==> src/rtl/ms_ff_bank_ctrl.sv <==
// ms_ff_bank_ctrl
// Sequencing controller and two-port round-robin arbiter for a bank of WIDTH
// master-slave SR flip-flops. Each accepted command is turned into a
// two-phase C pulse on the bank. The controller then reads Q back and
// reports completion and mismatch to the requester it served.
//
// Ports:
//   clk, rst        rising-edge clock, asynchronous active-high reset
//   req0/op0/sel0   requester 0 command (op: 00 read, 01 set, 10 reset, 11 toggle)
//   req1/op1/sel1   requester 1 command
//   gnt0, gnt1      one-cycle completion pulse to the served requester
//   ff_S, ff_R      per-bit S/R inputs to the bank (never both high on a bit)
//   ff_C            shared C input to the bank
//   ff_Q            Q readback from the bank
//   rdata           Q snapshot taken on entry to CHECK, valid while gnt0|gnt1
//   err             high with gnt when the readback differs from the expected value
//   busy            high in every state except IDLE
//
// Handshake: a requester raises req with stable op/sel and holds req until
// its gnt pulse. op/sel are captured on the accept edge and ignored after it.
// A req still high after gnt counts as a new request.
module ms_ff_bank_ctrl #(
  parameter int WIDTH = 4,
  parameter int HOLD  = 2
) (
  input  logic             clk,
  input  logic             rst,
  input  logic             req0,
  input  logic [1:0]       op0,
  input  logic [WIDTH-1:0] sel0,
  input  logic             req1,
  input  logic [1:0]       op1,
  input  logic [WIDTH-1:0] sel1,
  output logic             gnt0,
  output logic             gnt1,
  output logic [WIDTH-1:0] ff_S,
  output logic [WIDTH-1:0] ff_R,
  output logic             ff_C,
  input  logic [WIDTH-1:0] ff_Q,
  output logic [WIDTH-1:0] rdata,
  output logic             err,
  output logic             busy
);

  typedef enum logic [2:0] {
    IDLE   = 3'd0,
    SETUP  = 3'd1,
    MASTER = 3'd2,
    SLAVE  = 3'd3,
    CHECK  = 3'd4
  } state_t;

  localparam logic [3:0] LAST_CNT = 4'(HOLD - 1);

  state_t           state;
  logic [3:0]       cnt;
  logic             last1;    // 1: requester 1 was served last
  logic             owner1;   // 1: current command belongs to requester 1
  logic [WIDTH-1:0] exp_val;

  logic             pick1;
  logic [1:0]       op_w;
  logic [WIDTH-1:0] sel_w;
  logic [WIDTH-1:0] s_w;
  logic [WIDTH-1:0] r_w;
  logic [WIDTH-1:0] e_w;
  logic             phase_done;

  // Winner selection and S/R/expected encoding. These only feed registers.
  // Toggle drives S only on bits that read 0 and R only on bits that read 1,
  // so S and R never overlap on any bit.
  always_comb begin
    pick1 = req1 & (~req0 | ~last1);
    op_w  = pick1 ? op1  : op0;
    sel_w = pick1 ? sel1 : sel0;
    s_w   = '0;
    r_w   = '0;
    e_w   = ff_Q;
    case (op_w)
      2'b01: begin
        s_w = sel_w;
        e_w = ff_Q | sel_w;
      end
      2'b10: begin
        r_w = sel_w;
        e_w = ff_Q & ~sel_w;
      end
      2'b11: begin
        s_w = sel_w & ~ff_Q;
        r_w = sel_w & ff_Q;
        e_w = ff_Q ^ sel_w;
      end
      default: begin
        s_w = '0;
        r_w = '0;
        e_w = ff_Q;
      end
    endcase
  end

  assign phase_done = (cnt == LAST_CNT);

  always_ff @(posedge clk or posedge rst) begin
    if (rst) begin
      state   <= IDLE;
      cnt     <= '0;
      last1   <= 1'b1;   // requester 0 wins the first contention
      owner1  <= 1'b0;
      exp_val <= '0;
      ff_S    <= '0;
      ff_R    <= '0;
      ff_C    <= 1'b0;
      gnt0    <= 1'b0;
      gnt1    <= 1'b0;
      rdata   <= '0;
      err     <= 1'b0;
      busy    <= 1'b0;
    end else begin
      gnt0 <= 1'b0;
      gnt1 <= 1'b0;
      case (state)
        IDLE: begin
          if (req0 | req1) begin
            owner1  <= pick1;
            last1   <= pick1;
            ff_S    <= s_w;
            ff_R    <= r_w;
            exp_val <= e_w;
            cnt     <= '0;
            busy    <= 1'b1;
            state   <= SETUP;
          end
        end
        SETUP: begin
          if (phase_done) begin
            cnt   <= '0;
            ff_C  <= 1'b1;
            state <= MASTER;
          end else begin
            cnt <= cnt + 4'd1;
          end
        end
        MASTER: begin
          // S/R are released together with C falling; the master closes
          // on that same edge, so nothing it holds is disturbed.
          if (phase_done) begin
            cnt   <= '0;
            ff_C  <= 1'b0;
            ff_S  <= '0;
            ff_R  <= '0;
            state <= SLAVE;
          end else begin
            cnt <= cnt + 4'd1;
          end
        end
        SLAVE: begin
          if (phase_done) begin
            cnt   <= '0;
            rdata <= ff_Q;
            err   <= (ff_Q != exp_val);
            gnt0  <= ~owner1;
            gnt1  <= owner1;
            state <= CHECK;
          end else begin
            cnt <= cnt + 4'd1;
          end
        end
        CHECK: begin
          err   <= 1'b0;
          busy  <= 1'b0;
          state <= IDLE;
        end
        default: begin
          state <= IDLE;
          busy  <= 1'b0;
          ff_C  <= 1'b0;
          ff_S  <= '0;
          ff_R  <= '0;
        end
      endcase
    end
  end

endmodule
==> config.mk <==
export PLATFORM = sky130hd
export DESIGN_NAME = ms_ff_bank_ctrl
export DESIGN_NICKNAME = d
export VERILOG_FILES = /design/src/rtl/ms_ff_bank_ctrl.sv
export SDC_FILE = /design/constraint.sdc
export NUM_CORES = 1
export LEC_CHECK = 0
export BUFFER_PORTS_ARGS = -buffer_cell sky130_fd_sc_hd__buf_2
export CAP_MARGIN = 30
export CORE_UTILIZATION = 35
export DETAILED_ROUTE_END_ITERATION = 8
export PLACE_DENSITY_LB_ADDON = 0.1
export SLEW_MARGIN = 20
export SYNTH_ARGS = -nofsm -noshare
export SYNTH_HDL_FRONTEND = slang
export SYNTH_SLANG_ARGS = --single-unit
export TNS_END_PERCENT = 30
==> constraint.sdc <==
create_clock -name clk -period 2.4 [get_ports clk]
set_input_delay 0.24 -clock clk [delete_from_list [all_inputs] [get_ports clk]]
set_output_delay 0.24 -clock clk [all_outputs]
set_load 0.005 [all_outputs]
[Word level (Yosys, flattened, before mapping)]
Cells that the tools add are included.
Word-level totals
  bits of input ports: 20
  word-level logic and storage cells: 86
  output and inout port bits: 17
  register bits after elaboration: 30
Cells by class
  reduce and logical (&&, ||, !) cells: 14
  bitwise operators: 16
  multiplexer cells: 29
  $add $sub $neg: 1
  equal/unequal tests: 13
Operator list (count)
  4-bit one-hot mux with 3 select lines: 3
  4-bit two-way mux: 6
  4-bit one-hot mux with 2 select lines: 3
  4-bit bitwise AND: 3
  3-bit two-way mux: 4
  3-bit one-hot mux with 4 select lines: 1
  2-bit AND reduction: 5
  3-bit OR reduction: 3
  1-bit two-way mux: 8
  2-bit inequality test, second input constant: 4
  4-bit NOT: 2
  3-bit by 2-bit == test with 1-bit output, second input constant: 2
  1-bit NOT: 6
  3-bit AND reduction: 2
  4-bit by 1-bit adder with 4-bit output, second input constant: 1
  2-bit == test, second input constant: 2
  4-bit by 1-bit == test with 1-bit output, second input constant: 1
  4-bit inequality test: 1
  4-bit bitwise OR: 1
  1-bit one-hot mux with 2 select lines: 2
  4-bit AND reduction: 1
  2-bit nonzero test: 2
  4-bit XOR: 1
  3-bit by 1-bit == test with 1-bit output, second input constant: 1
  7 further kinds: 8

[Logic depth before layout (Yosys ltp)]
  depth after elaboration: 8
  depth in mapped cells: 8
  mapped depth without buffers: 7

[Worst setup path before layout]
No wires, ideal clock.
  kind: register -> register
  from: register last1
  to: register exp_val[1]
  stages on the path, launching flop included: 7
  path slack: 0.616 ns
  buffers on the path: 1
  arrival: 1.707 ns
  required time: 2.324 ns
  period minus slack after synthesis: 1.784 ns
  library setup time: 0.076 ns
  cell sequence: dfstp_2 -> a21boi_4 -> buf_6 -> mux2_2 -> ha_1 -> o211a_1 -> o21ai_1
Between the ends
  longest elaborated chain between the ends: 7
  elaborated cells on any way between the ends: 13
  classes of those cells: 3 x eq/ne; 3 x mux; 7 x bitwise
Ends and longest elaborated chain
  from (decl): line 57  | logic last1;
  from (signal assigned): line 125  | last1 <= pick1;
  1-bit NOT (*): line 73  | pick1 = req1 & (~req0 | ~last1);
  1-bit bitwise OR (*): line 73
  1-bit bitwise AND (*): line 73
  4-bit two-way mux: line 75  | sel_w = pick1 ? sel1 : sel0;
  4-bit NOT: line 86  | e_w = ff_Q & ~sel_w;
  4-bit bitwise AND: line 86
  4-bit one-hot mux with 3 select lines (*): line 79  | case (op_w)
  to (signal assigned): line 128  | exp_val <= e_w;
  to (decl): line 59  | logic [WIDTH-1:0] exp_val;
Mark *: on every way between the ends. The rest lies on a longest branch, timed or not.
A chain may end at the register's enable or synchronous reset.

[Worst setup path after layout]
  from: register last1
  to: register ff_R[0]
Between the ends
  longest elaborated chain between the ends: 8
  elaborated cells on any way between the ends: 11
  classes of those cells: 2 x eq/ne; 5 x mux; 4 x bitwise
Ends and longest elaborated chain
  1-bit NOT (*): line 73
  1-bit bitwise OR (*): line 73
  1-bit bitwise AND (*): line 73
  2-bit two-way mux / 4-bit two-way mux (equally long branches): line 74, 75
  2-bit == test / 4-bit bitwise AND (equally long branches): line 79, 90
  4-bit one-hot mux with 2 select lines (*): line 79
  4-bit two-way mux (*): line 123  | if (req0 | req1) begin
  4-bit one-hot mux with 3 select lines (*): line 121  | case (state)
  to (signal assigned): line 127  | ff_R <= r_w;
  to (decl): line 37  | output logic [WIDTH-1:0] ff_R,
Mark *: on every way between the ends. The rest lies on a longest branch, timed or not. The select of a mux whose other input is x is not followed.

==> impl_results.md <==
* Die Outline Area at 5306 um2
* Transition at the pin with the smallest max-transition slack at 0.6289 ns
* Clk Latency, worst-skew pair at 0.28 ns
* Flip-flop and latch count after synthesis at 30
* CTS H-tree depth at 2
* Post-synthesis net count at 204
* Total of warnings raised by yosys at 0
* DP Wirelength at 3240 um
* Detail-routed net length per standard cell at 14.85 um
* Met2 WL at 1956 um
* Total negative slack at 0 ns
* Peak clock frequency supported by timing at 509.4 MHz
* End of the worst register-to-register path: ff_R[0]$_DFFE_PP0P_
* Sequential-to-total area share from yosys stat at 0.4281
* Endpoint of the worst setup timing path: ff_R[0]$_DFFE_PP0P_
* Number of buffers created by CTS at 5
* WHS at 0.009922 ns
* Total DRC errors in the routed layout at 0
* Fraction of layout cells with a size suffix above 1 at 0.2546
* Crit-path slowest cell: mux2i_2
* Gate count after technology mapping at 174
* Clock sink total at 30
* I/O pin count at 37
* Routed wire length on met3 at 216 um
* R2r startpoint: last1$_DFFE_PP1P_
* # nets final at 246
* 1st-iter DRT viols at 70
* Setup repair after global routing missed its margin: false
* Peak supply drop at 585.6 uV
* Standard cell core area at 4786 um2
* Fin cells at 283
* Antenna violations before repair at 0
* Clock slew at the register clock pins of the worst setup and hold paths at 0.06 ns
* Vias in the first global route at 1417
* Final Critical Period at 1.963 ns
* Wire length on met1 at 2003 um
* Die Span Y at 72.85 um
* Startpoint types: register
* Cell breakdown of the critical path: a21boi_4 > buf_4 > mux2i_2 > mux2i_1 > o2bb2ai_1
* Max Used Layer: met4
* Part of the cycle the worst path needs at 0.8179
* Number of distinct standard cells referenced by the synthesized netlist at 39
* Largest net degree at the start of global routing at 18
* Data required time at the worst endpoint at 2.55 ns
* Final WL at 4203 um
* Die Wd at 72.85 um
* Post-CTS Resized at 0
* Number of buffers inserted by port buffering at 36
* Final-report max-slew violation count at 0
* Worst-path fanout max at 9
* Maximum cell stage delay along the critical path at 0.50 ns
* Hold WC Path Type: input port to async pin
* Maxcap violations at 0
* TritonCTS clock tree: yes
* Total number of vias at 1457
* Number of rows in the core area at 25
* Primary FF master, synth: dfrtp_1
* Worst-case clock skew at 0.006881 ns
* Placed standard-cell area at 2018 um2
* Number of synthesized flops with an enable pin at 0
* Critical Path End Type: register
* Run status: complete, no violations
* R2r setup slk at 0.44 ns
* Async set-or-reset flop fraction in the synthesized netlist at 1.000
* Data arrival time of the critical path at 2.12 ns
* Max clock buf depth at 2
* Ant diodes at 0
* Clk Tree Root Cell: clkbuf_8
* Cell total after placement at 276
* Global-route wire length before repair at 6699 um
* Finished Cell Area at 2095 um2
* Initial core utilization at 0.3671
* Mapped cell area at 1757 um2
* Setup CP Type: register to register
* CP startpoint: last1$_DFFE_PP1P_
* P per Cell Area at 1034 nW/um2
* Leakage component of the power at 1.046 nW
* Post-Synthesis Mean Instance Area at 10.10 um2
* First drt pass iteration count at 4
* Number of setup buffers added after CTS at 0
* Worst slew margin relative to its limit at 0.5779
* Path depth of the worst reg2reg path at 5
* Global-route usage over all layers at 0.1687
* Hold-fix buffers at CTS at 0
* Weighted congestion reported at the end of routability-driven placement at 0.7702
* ANT nets after route at 0
* Syn-to-layout area delta at 19.23%
* Final hold vios at 0
* Pwr Total at 2.166 mW
* Vias per inst at 5.148
* Total setup violations reported at the end of the flow at 0
* Global route total overflow at 0
[cells by family (layout without fill, tap and decap cells)]
family,Yosys count,in the layout,synth area share
DFF,30,30,0.4281
adders and majority gates,10,10,0.07123
xor gates and xnor gates,6,6,0.02991
AOI/OAI and AO/OA,54,54,0.2051
and+or+nand+nor,40,40,0.1104
buffers and inverters,14,56,0.03561
muxes,20,20,0.1197
[cells in the mapped netlist (2+ instances only)]
cell | instances | area [um2]
dfrtp_1 | 29 | 725.7
o21ai_0 | 23 | 115.1
nand2_1 | 16 | 60.06
mux2i_1 | 14 | 140.1
nor2_1 | 11 | 41.29
ha_1 | 10 | 125.1
inv_1 | 10 | 37.54
o2bb2ai_1 | 7 | 61.31
mux2_2 | 5 | 56.30
a21oi_1 | 4 | 20.02
o21ai_1 | 4 | 20.02
xnor2_1 | 4 | 35.03
a21o_1 | 3 | 22.52
nor3b_1 | 3 | 22.52
o211a_1 | 3 | 30.03
a211oi_1 | 2 | 15.01
buf_2 | 2 | 10.01
nor2b_1 | 2 | 12.51
xor2_1 | 2 | 17.52
[cell type report]
type | instances | area, um2
Fill cell | 482 | 2691
Inverter | 10 | 37.54
Tap cell | 67 | 83.83
Multi-Input combinational cell | 130 | 942.2
Timing Repair Buffer | 39 | 202.7
Clock buffer | 7 | 76.32
Sequential cell | 30 | 752.0
[metal layers]
layer	track usage	vias to the layer above
li1	-	701
met5	0	-
met2	0.2606	44
met4	0.04575	0
met1	0.2351	707
met3	0.04282	5
[how the worst min path moves through the flow]
stage / start / to / slack (ns) / cells after the start
6_report: rst / ff_R[2]$_DFFE_PP0P_ / 0.01 / 2
5_1_grt: rst / cnt[0]$_DFFE_PP0P_ / 0.04 / 2
4_1_cts: rst / ff_R[2]$_DFFE_PP0P_ / 0.02 / 2
3_3_place_gp: rst / ff_R[2]$_DFFE_PP0P_ / 0.29 / 2
2_1_floorplan: req0 / last1$_DFFE_PP1P_ / 0.31 / 1
3_5_place_dp: rst / ff_R[2]$_DFFE_PP0P_ / 0.32 / 2
[placed cells by master, fill, tap and decap left out, types with 2 or more instances in the layout]
master	Yosys	final
o2bb2ai_1	7	7
nor3b_1	3	3
a211oi_1	2	2
o21ai_0	23	23
nand2_1	16	16
buf_2	2	36
o211a_1	3	3
nor2b_1	2	2
dfrtp_1	29	29
a21oi_1	4	4
mux2i_1	14	14
clkbuf_8	0	5
o21ai_1	4	4
clkbuf_1	1	2
a21o_1	3	3
nor2_1	11	11
mux2_2	5	5
ha_1	10	10
inv_1	10	10
xnor2_1	4	4
xor2_1	2	2
buf_4	0	3
[worst max-delay path, delay by kind of cell, from the launching register on]
| kind | cells | cell delay [ns] |
|---|---|---|
| AO/OA/AOI/OAI | 2 | 0.36 |
| buffers and inverters | 1 | 0.25 |
| flip-flops | 1 | 0.39 |
| multiplexers | 2 | 0.83 |
[power breakdown]
| part | switching [mW] | internal, mW | leakage (nW) | total [mW] |
|---|---|---|---|---|
| Sequential | 0.182 | 0.730 | 0.379 | 0.912 |
| Combinational | 0.469 | 0.417 | 0.629 | 0.886 |
| Clock | 0.168 | 0.199 | 0.0383 | 0.367 |
[flip-flops by register name, summed over array words and instances (netlist names)]
signal	flops
gnt0	1
ff_C	1
gnt1	1
rdata	4
busy	1
cnt	4
err	1
ff_S	4
state	3
owner1	1
exp_val	4
last1	1
ff_R	4
[stage by stage]
step	utilization	setup WS, ns
global placement	0.4217	0.3771
global route	0.4376	0.3352
CTS	0.4376	0.4409
floorplan	-	0.6163
detailed placement	0.4217	0.4275
finish	0.4376	0.4370
Power figures use the tool's default switching activity.
